`src/rtl/memory_request_credit_scheduler_pkg.sv`:
```
// Shared types for the memory request credit scheduler: request packet,
// FSM state encoding and a small index-width helper.
package memory_request_credit_scheduler_pkg;

    localparam int unsigned MEM_ADDR_W = 32;
    localparam int unsigned MEM_DATA_W = 32;
    localparam int unsigned MEM_TAG_W  = 8;

    // One memory request; valid doubles as the requester's request strobe.
    typedef struct packed {
        logic                  valid;
        logic                  write;
        logic [MEM_TAG_W-1:0]  tag;
        logic [MEM_ADDR_W-1:0] addr;
        logic [MEM_DATA_W-1:0] data;
    } MemoryPacketRequest;

    // IDLE: no owner. BURST: one owner issuing up to the burst limit.
    typedef enum logic {
        IDLE  = 1'b0,
        BURST = 1'b1
    } scheduler_state_e;

    // Index width for an n-entry vector, never below one bit.
    function automatic int unsigned idx_width(input int unsigned n);
        return (n > 1) ? $clog2(n) : 1;
    endfunction

endpackage

```
`src/rtl/memory_request_credit_scheduler_rr_select.sv`:
```
// Round-robin priority select: one-hot of the first eligible index at or
// after the pointer, wrapping modulo WIDTH. All zero when nothing is eligible.
module round_robin_priority_select
    import memory_request_credit_scheduler_pkg::*;
#(
    parameter  int unsigned WIDTH = 4,
    localparam int unsigned PW    = idx_width(WIDTH)
) (
    input  logic [WIDTH-1:0] eligible,
    input  logic [PW-1:0]    pointer,
    output logic [WIDTH-1:0] grant_onehot
);

    logic          found;
    logic [PW-1:0] idx;

    // Walk the candidates starting at the pointer and keep the first hit.
    always_comb begin
        grant_onehot = '0;
        found        = 1'b0;
        idx          = '0;
        for (int unsigned k = 0; k < WIDTH; k++) begin
            idx = PW'((32'(pointer) + k) % WIDTH);
            if (!found && eligible[idx]) begin
                grant_onehot[idx] = 1'b1;
                found             = 1'b1;
            end
        end
    end

endmodule

```
`src/rtl/memory_request_credit_scheduler.sv`:
```
// Memory request credit scheduler: round-robin burst arbitration across
// requesters, gated by per-requester outstanding-request credits, with one
// registered output slot.
// Optional per-requester acceptance counters: define MEMORY_SCHEDULER_STATS_EN.
module memory_request_credit_scheduler
    import memory_request_credit_scheduler_pkg::*;
#(
    parameter  int unsigned NUM_MEMORY_REQUESTOR = 4,
    parameter  int unsigned MAX_OUTSTANDING      = 8,
    parameter  int unsigned BURST_LIMIT          = 4,
    localparam int unsigned IDW = idx_width(NUM_MEMORY_REQUESTOR),
    localparam int unsigned CW  = $clog2(MAX_OUTSTANDING + 1),
    localparam int unsigned BW  = $clog2(BURST_LIMIT + 1)
) (
    input  logic                                ap_clk,
    input  logic                                ap_rst_n,
    input  MemoryPacketRequest [NUM_MEMORY_REQUESTOR-1:0] request_in,
    output logic [NUM_MEMORY_REQUESTOR-1:0]     request_in_ready,
    output MemoryPacketRequest                  request_out,
    input  logic                                request_out_ready,
    input  logic                                response_in_valid,
    input  logic [IDW-1:0]                      response_in_id,
    output logic [NUM_MEMORY_REQUESTOR-1:0]     arbiter_grant_out,
    output logic                                scheduler_idle_out,
    output logic                                credit_error_out
`ifdef MEMORY_SCHEDULER_STATS_EN
    ,
    output logic [NUM_MEMORY_REQUESTOR-1:0][31:0] stats_issued_count_out
`endif
);

    localparam int unsigned N = NUM_MEMORY_REQUESTOR;

    scheduler_state_e   state_q, state_d;
    logic [IDW-1:0]     owner_q, owner_d;
    logic [IDW-1:0]     rr_ptr_q, rr_ptr_d;
    logic [BW-1:0]      burst_q, burst_d;
    logic [N-1:0]       grant_q, grant_d;
    logic [N-1:0][CW-1:0] credit_q, credit_d;
    MemoryPacketRequest out_q, out_d;
    logic               err_q, err_d;
    logic               idle_q, idle_d;

    logic [N-1:0]       eligible;
    logic [N-1:0]       sel_onehot;
    logic [IDW-1:0]     sel_idx;
    logic [N-1:0]       owner_onehot;
    logic [N-1:0]       accept_vec;
    logic [N-1:0]       resp_hit;
    logic [N-1:0]       resp_ok;
    logic               out_free;
    logic               owner_can_issue;
    logic               accept;
    logic               others_eligible;
    logic               owner_release;
    logic               all_full_d;
    logic [BW-1:0]      burst_nxt;
    logic [IDW-1:0]     owner_inc;

    // A requester competes only while it is requesting and holds a credit.
    always_comb begin
        for (int i = 0; i < N; i++) begin
            eligible[i] = request_in[i].valid && (credit_q[i] != '0);
        end
    end

    round_robin_priority_select #(
        .WIDTH (N)
    ) u_rr_select (
        .eligible     (eligible),
        .pointer      (rr_ptr_q),
        .grant_onehot (sel_onehot)
    );

    // One-hot selection to owner index.
    always_comb begin
        sel_idx = '0;
        for (int i = 0; i < N; i++) begin
            if (sel_onehot[i]) begin
                sel_idx = IDW'(i);
            end
        end
    end

    assign owner_onehot    = N'(1) << owner_q;
    assign out_free        = !out_q.valid || request_out_ready;
    assign owner_can_issue = ap_rst_n && (state_q == BURST) && (credit_q[owner_q] != '0)
                             && (burst_q < BW'(BURST_LIMIT)) && out_free;
    assign request_in_ready = owner_can_issue ? owner_onehot : '0;
    assign accept          = owner_can_issue && request_in[owner_q].valid;
    assign accept_vec      = accept ? owner_onehot : '0;
    assign burst_nxt       = burst_q + BW'(accept);
    assign others_eligible = |(eligible & ~owner_onehot);
    assign owner_inc       = (owner_q == IDW'(N - 1)) ? '0 : owner_q + IDW'(1);
    assign owner_release   = !eligible[owner_q] || (burst_nxt == BW'(BURST_LIMIT))
                             || (others_eligible && !accept);

    // Arbitration FSM next state: pick an owner in IDLE, count and release in BURST.
    always_comb begin
        state_d  = state_q;
        owner_d  = owner_q;
        rr_ptr_d = rr_ptr_q;
        burst_d  = burst_q;
        grant_d  = grant_q;
        case (state_q)
            IDLE: begin
                if (|eligible) begin
                    state_d = BURST;
                    owner_d = sel_idx;
                    burst_d = '0;
                    grant_d = sel_onehot;
                end
            end
            BURST: begin
                burst_d = burst_nxt;
                if (owner_release) begin
                    state_d  = IDLE;
                    rr_ptr_d = owner_inc;
                    burst_d  = '0;
                    grant_d  = '0;
                end
            end
            default: begin
                state_d = IDLE;
                grant_d = '0;
            end
        endcase
    end

    // Credit bookkeeping; a return into a full counter is only legal when the
    // same counter is being spent in this cycle.
    always_comb begin
        all_full_d = 1'b1;
        for (int i = 0; i < N; i++) begin
            resp_hit[i] = response_in_valid && (response_in_id == IDW'(i));
            resp_ok[i]  = resp_hit[i] && ((credit_q[i] != CW'(MAX_OUTSTANDING)) || accept_vec[i]);
            credit_d[i] = credit_q[i] - CW'(accept_vec[i]) + CW'(resp_ok[i]);
            if (credit_d[i] != CW'(MAX_OUTSTANDING)) begin
                all_full_d = 1'b0;
            end
        end
        err_d = err_q || (response_in_valid && !(|resp_ok));
    end

    // Output slot: load on acceptance, empty after a transfer, hold otherwise.
    always_comb begin
        out_d = out_q;
        if (out_free) begin
            if (accept) begin
                out_d = request_in[owner_q];
            end else begin
                out_d.valid = 1'b0;
            end
        end
    end

    assign idle_d = (state_d == IDLE) && !out_d.valid && all_full_d;

    // State, credit and output registers with synchronous reset.
    always_ff @(posedge ap_clk) begin
        if (!ap_rst_n) begin
            state_q     <= IDLE;
            owner_q     <= '0;
            rr_ptr_q    <= '0;
            burst_q     <= '0;
            grant_q     <= '0;
            credit_q    <= {N{CW'(MAX_OUTSTANDING)}};
            out_q.valid <= 1'b0;
            err_q       <= 1'b0;
            idle_q      <= 1'b1;
        end else begin
            state_q  <= state_d;
            owner_q  <= owner_d;
            rr_ptr_q <= rr_ptr_d;
            burst_q  <= burst_d;
            grant_q  <= grant_d;
            credit_q <= credit_d;
            out_q    <= out_d;
            err_q    <= err_d;
            idle_q   <= idle_d;
        end
    end

    assign request_out        = out_q;
    assign arbiter_grant_out  = grant_q;
    assign scheduler_idle_out = idle_q;
    assign credit_error_out   = err_q;

`ifdef MEMORY_SCHEDULER_STATS_EN
    logic [N-1:0][31:0] stats_q;

    // Saturating per-requester acceptance counters.
    always_ff @(posedge ap_clk) begin
        if (!ap_rst_n) begin
            stats_q <= '0;
        end else begin
            for (int i = 0; i < N; i++) begin
                if (accept_vec[i] && (stats_q[i] != '1)) begin
                    stats_q[i] <= stats_q[i] + 32'd1;
                end
            end
        end
    end

    assign stats_issued_count_out = stats_q;
`endif

endmodule
```
`config.mk`:
```
export PLATFORM = sky130hd
export DESIGN_NAME = memory_request_credit_scheduler
export DESIGN_NICKNAME = d
export VERILOG_FILES = /design/src/rtl/memory_request_credit_scheduler_pkg.sv /design/src/rtl/memory_request_credit_scheduler_rr_select.sv /design/src/rtl/memory_request_credit_scheduler.sv
export SDC_FILE = /design/constraint.sdc
export NUM_CORES = 1
export LEC_CHECK = 0
export ABC_CLOCK_PERIOD_IN_PS = 3400
export BUFFER_PORTS_ARGS = -buffer_cell sky130_fd_sc_hd__buf_2
export CAP_MARGIN = 20
export CELL_PAD_IN_SITES_DETAIL_PLACEMENT = 0
export CELL_PAD_IN_SITES_GLOBAL_PLACEMENT = 1
export CORE_ASPECT_RATIO = 0.6
export CORE_MARGIN = 4
export CORE_UTILIZATION = 33
export CTS_CLUSTER_DIAMETER = 150
export DETAILED_ROUTE_END_ITERATION = 8
export GPL_TIMING_DRIVEN = 0
export PLACE_DENSITY_LB_ADDON = 0.08
export SLEW_MARGIN = 30
export SYNTH_ARGS = -nofsm -noshare
export SYNTH_HDL_FRONTEND = slang
export SYNTH_HIERARCHICAL = 1
export SYNTH_SLANG_ARGS = --single-unit
```
`constraint.sdc`:
```
create_clock -name ap_clk -period 3.4 [get_ports ap_clk]
set_input_delay 0.17 -clock ap_clk [delete_from_list [all_inputs] [get_ports ap_clk]]
set_output_delay 0.17 -clock ap_clk [all_outputs]
set_load 0.005 [all_outputs]
```
Yosys cells after proc, flatten, opt, wreduce, memory -nomap -nowiden. Cells that the tools add are included.

$add $sub $neg: 13. Order comparisons: 10. Equal/unequal tests: 15. Shift-type cells: 1. Muxes and demuxes: 51. Bitwise gates (word level): 7. Reduce and logical (&&, ||, !) cells: 57.

Operator list (count): binary-select mux 74 bit (select 2 bit) (1); two-way mux 74 bit (2); two-way mux 73 bit (1); two-way mux 4 bit (9); inequality test 4 bit (second input constant) (8); logical AND 1 bit (28); two-way mux 1 bit (20); nonzero test 4 bit (5); adder 4 x 1 -> 4 bit (4); subtractor 4 x 1 -> 4 bit (4); < comparator 2 x 3 -> 1 bit (second input constant) (5); OR 4 bit (3); OR reduction 4 bit (3); binary-select mux 1 bit (select 2 bit) (5); binary-select mux 4 bit (select 2 bit) (1); demux 1 bit (select 2 bit) (4); greater-or-equal comparator 2 x 1 -> 1 bit (second input constant) (4); logical NOT 1 bit (8); logical OR 1 bit (8); one-hot mux 4 bit (2 select lines) (1); == test 2 bit (second input constant) (3); two-way mux 2 bit (3); two-way mux 3 bit (2); one-hot mux 3 bit (2 select lines) (1); 16 further kinds (21).

Register bits after elaboration: 104. Input bits: 302. Output and inout bits: 84. Word-level logic and storage cells: 170.

Logic depth before layout (Yosys ltp).
Depth after elaboration: 17. Depth in mapped cells: 17. Mapped depth without buffers: 15.

By module. Netlist, hierarchy kept.

By module, submodules not included: memory_request_credit_scheduler (instances 1, cells each 411, area an instance 6035.8 µm², seq. area each 2812.7 µm²); round_robin_priority_select (instances 1, cells each 36, area an instance 337.8 µm², seq. area each 0.0 µm²).

Least setup slack after synthesis. OpenSTA, ideal clock, no wires.

Path kind: register to register. Start point: register owner_q[0]. End point: register out_q (netlist bit request_out[0]) (enable). Arrival time: 2.639 ns. Required time: 2.962 ns. Slack: 0.322 ns. Cell stages (with the launch flop): 5. Path buffers: 1. Period minus slack after synthesis: 3.078 ns. Cells stage by stage: dfxtp_1 -> buf_2 -> inv_2 -> nor4_2 -> a22o_1.

Word-level cells in the longest chain between the ends: 8. Elaborated cells between the ends (all ways): 10.

RTL lines: from (decl) (line memory_request_credit_scheduler.sv:35) `logic [IDW-1:0] owner_q, owner_d;`; from (signal assigned) (line memory_request_credit_scheduler.sv:173) `owner_q <= owner_d;`; binary-select mux 4 bit (select 2 bit) (line memory_request_credit_scheduler.sv:87) `assign owner_can_issue = ap_rst_n && (state_q == BURST) && (credit_q[owner_q] != '0)`; two-way mux 4 bit (not written as such) (line memory_request_credit_scheduler.sv:87); nonzero test 4 bit (line memory_request_credit_scheduler.sv:87); logical AND 1 bit (line memory_request_credit_scheduler.sv:87); logical AND 1 bit (2 in series) (line memory_request_credit_scheduler.sv:88) `&& (burst_q < BW'(BURST_LIMIT)) && out_free;`; logical AND 1 bit * (line memory_request_credit_scheduler.sv:90) `assign accept = owner_can_issue && request_in[owner_q].valid;`; AND reduction 3 bit (no line) *; to (signal assigned) (line memory_request_credit_scheduler.sv:178) `out_q <= out_d;`; to (decl) (line memory_request_credit_scheduler.sv:40) `MemoryPacketRequest out_q, out_d;`.

Mark *: on every way between the ends. The rest lies on a longest branch, timed or not. The select of a mux whose other input is x is not followed. A chain may end at the register's enable or synchronous reset.

Final worst setup path.
Start point: register burst_q[2]. End point: register idle_q, in the netlist scheduler_idle_out.

Word-level cells in the longest chain between the ends: 14. Elaborated cells between the ends (all ways): 43.

RTL lines: from (decl) (line memory_request_credit_scheduler.sv:37) `logic [BW-1:0] burst_q, burst_d;`; from (signal assigned) (line memory_request_credit_scheduler.sv:175) `burst_q <= burst_d;`; parallel branches: the longest is 13 deep, another holds subtractor 4 x 1 -> 4 bit; logical AND 1 bit * (line memory_request_credit_scheduler.sv:157) `assign idle_d = (state_d == IDLE) && !out_d.valid && all_full_d;`; to (signal assigned) (line memory_request_credit_scheduler.sv:180) `idle_q <= idle_d;`; to (decl) (line memory_request_credit_scheduler.sv:42) `logic idle_q, idle_d;`.

Mark *: on every way between the ends.

==> reports/qor.yml <==
yosys:
  post-synth-top-area-cell: "edfxtp_1"
  ys_async_sr_fraction_pct: 0
  ys_warn_count: 6
  synth_edf_count: 73
  syn_area_mm2: 0.00637
  yosysUniqueCellTypes: 50
  syn_avg_cell_area_um2: 14.3
  synthTopCellsByArea: "edfxtp_1 (34%), mux4_2 (27%), dfxtp_1 (9.7%), ha_1 (6.7%), inv_1 (2.1%)"
  synthFlopType: "edfxtp_1"
  netlist_instances: 447
  ys_ff_latch: 104
  synth_top_area_share_pct: 34.4
  syn_nets: 787
  ys_seq_area_share_pct: 44.1
clock_tree:
  clock_sinks: 104
  cts_buffer_depth: 2
  ctsHoldBuffers: 0
  path_clk_slew_ps: 80
  htree_levels: 3
  cts_tree: "yes"
  clk_latency_ps: 350
  cts_inserted_buffers: 9
  cts_root_buf: "clkbuf_16"
floorplan:
  dieArea_mm2: 0.0217
  dieWidth_um: 187
  fp.dieH_um: 116
  rows: 39
  initial_core_util_pct: 33.6
  core_mm2: 0.0190
  io_pins: 386
layout:
  ff_latch_area_mm2: 0.00283
  num-fill-cells: 1710
  drive_gt1_share_pct: 64.1
  areaGrowthSynthToFinish_pct: 46.2
  final_nets: 1207
  fin_util_pct: 49.1
  multi_input_area_mm2: 0.00346
pwr:
  fin_total_pwr_mw: 6.50
  irDropWorstVdd_mv: 0.277
  powerDensity_mw_per_mm2: 697
  p_leak_nw: 4.09
worst_setup_path:
  path_cells: "nand3b_1 -> buf_4 -> nor4_4 -> a22o_2 -> buf_6 -> and2_4 -> o21ai_2 -> ha_1 -> inv_1 -> ha_2 -> inv_2 -> fa_2 -> nand3_2 -> nor4_4 -> a21oi_2 -> a211oi_2"
  r2r_slack_ps: 50
  worstPathMaxFanout: 4
  worstSetupPathType: "reg2reg"
  cpPeakStageDelay_ps: 550
  cp.required_ps: 3660
  endpoint_kind: "flip-flop"
  worst_setup_path_start_kind: "flip-flop"
  crit_path_frequent_cell: "nor4_4"
  reg2reg_depth: 16
  critPathArrivalTime_ps: 3610
  slowest_stage: "fa_2"
timing:
  worstMarginPinSlew_ps: 846
  report.final.slew_viol_count: 0
  rsz0062_at_grt: "yes"
  min_period_ps: 3350
  hold_violations: 0
  worst_slack_ps: 54.7
  timing.fmax_mhz: 299
  fin_crit_sh_pct: 98.4
  skew_ps: 13.4
  tns_ps: 0
  setup_viol: 0
  slew_headroom_pct: 43.6
place:
  io_buffers: 385
  place_congestion: 0.900
  pre_cts_slack_ps: -452
  post-dp-hpwl_um: 21000
worst_hold_path:
  whs_path_depth: 2
  hold_path_class: "in2reg"
detailed_routing:
  vias: 5716
  route.detailed.drc: 0
  wl_per_cell_um: 22.4
  totalWireLength_um: 25000
  viasPerCell: 5.11
  first_pass_iters: 5
  drt_iter0_markers: 266
  postRouteAntennaNets: 0
global_routing:
  grt_first_pass_wirelength_um: 35500
  grt_usage_pct: 21.8
  grt_max_degree: 51
  first_global_vias: 6013
  overflow: 0
  antenna_found_initial: 1
run_status:
  run_status: "complete, no violations"
job:
  cap_violations: 0
-- layout by cell type (no fill, tap or decap), types with 3 or more instances in the layout --
cell and count:
a211oi_1 3, a21o_1 5, a21o_2 4, a21oi_1 17
a32o_1 3, and2_1 11, buf_1 3, buf_2 391
buf_4 23, buf_6 3, clkbuf_1 11, clkbuf_16 9
dfxtp_1 22, dfxtp_2 8, edfxtp_1 73, ha_1 33
inv_1 33, inv_6 3, mux2i_1 4, mux2i_2 3
mux4_2 75, nand2_1 31, nand3_1 3, nand3b_1 5
nor2_1 19, nor3_1 5, nor4_4 5, o211ai_1 4
o21ai_0 6, or3b_2 3, xnor2_1 4
-- cell type report --
type | count | share of cell area (%)
Multi-Input combinational cell | 283 | 37.1
Sequential cell | 104 | 30.3
Antenna cell | 1 | 0.0269
Timing Repair Buffer | 409 | 22.8
Inverter | 36 | 1.49
Buffer | 24 | 1.41
Tap cell | 246 | 3.30
Clock buffer | 9 | 2.42
Clock inverter | 7 | 1.07
-- per-stage QoR --
step | cell area [µm²] | hold slack [ps] | instances
after global placement | 8610 | 446 | 1078
after detailed placement | 8640 | 452 | 1079
after global routing | 9320 | 195 | 1119
final | 9320 | 210 | 1119
after CTS | 9260 | 195 | 1115
after floorplan | 6370 | 373 | 447
-- where the power goes --
part           internal (mW)  switching (mW)  leakage (nW)
sequential              1.76           0.133         0.921
combinational           1.73            1.72          3.01
clock                  0.655           0.498         0.161
-- state kept, by name, indices dropped and copies added, names as in the netlist --
| register | flops |
|---|---|
| arbiter_grant_out | 4 |
| burst_q | 3 |
| credit_error_out | 1 |
| credit_q | 16 |
| owner_q | 2 |
| request_out | 74 |
| rr_ptr_q | 2 |
| scheduler_idle_out | 1 |
| state_q | 1 |
-- repair_timing --
item	in CTS	in global routing
pin swaps	15	6
buffers inserted	20	3
resized for setup	36	5
setup endpoints to repair	1	1
-- final timing paths --
kind                     from                 end
max                burst_q[2]  scheduler_idle_out
min            request_in[40]     request_out[40]
max reg2reg        burst_q[2]  scheduler_idle_out
min reg2reg  credit_error_out    credit_error_out
-- synthesized netlist by cell type, types with 2 or more instances --
cell type / number
mux2i_1: 8
ha_1: 34
nand2_1: 31
nand3b_1: 5
buf_6: 3
nor2b_1: 2
or3b_2: 3
a21o_2: 4
nor3_1: 5
xnor2_1: 4
mux4_1: 2
buf_1: 3
a211oi_1: 4
fa_1: 4
nor4_1: 6
o211ai_1: 4
a32o_1: 3
inv_1: 35
mux4_2: 75
edfxtp_1: 73
buf_2: 7
a21o_1: 5
nor2_1: 19
and2_1: 13
xor2_1: 4
dfxtp_1: 31
a21oi_1: 18
nand3_1: 4
nor4_2: 2
clkbuf_1: 11
o21ai_0: 6
-- critical path: cells and delay by family, from the launching register on --
| family | cells | cell delay (ps) |
|---|---|---|
| fa+ha+maj | 3 | 1000 |
| simple gates | 5 | 990 |
| compound gates | 4 | 540 |
| buf+inv | 4 | 400 |
| flops | 1 | 340 |
-- cell families after synthesis --
| group | share of synthesized area (%) |
|---|---|
| adder cells (fa/ha/maj) | 7.93 |
| flip-flops | 44.1 |
| AO/OA/AOI/OAI | 6.09 |
| AND/OR/NAND/NOR | 8.15 |
| multiplexers | 28.6 |
| XOR/XNOR | 1.10 |
| buffers and inverters | 4.02 |
-- routing by layer --
layer  track usage (%)  vias up  share of wire (%)
met5                 0        -                  0
met4              5.87        0                2.2
met3              5.66       27                6.8
met2              37.6      259                 50
met1              27.8     2831                 41
li1                  -     2599                  -
Power figures use the tool's default switching activity.
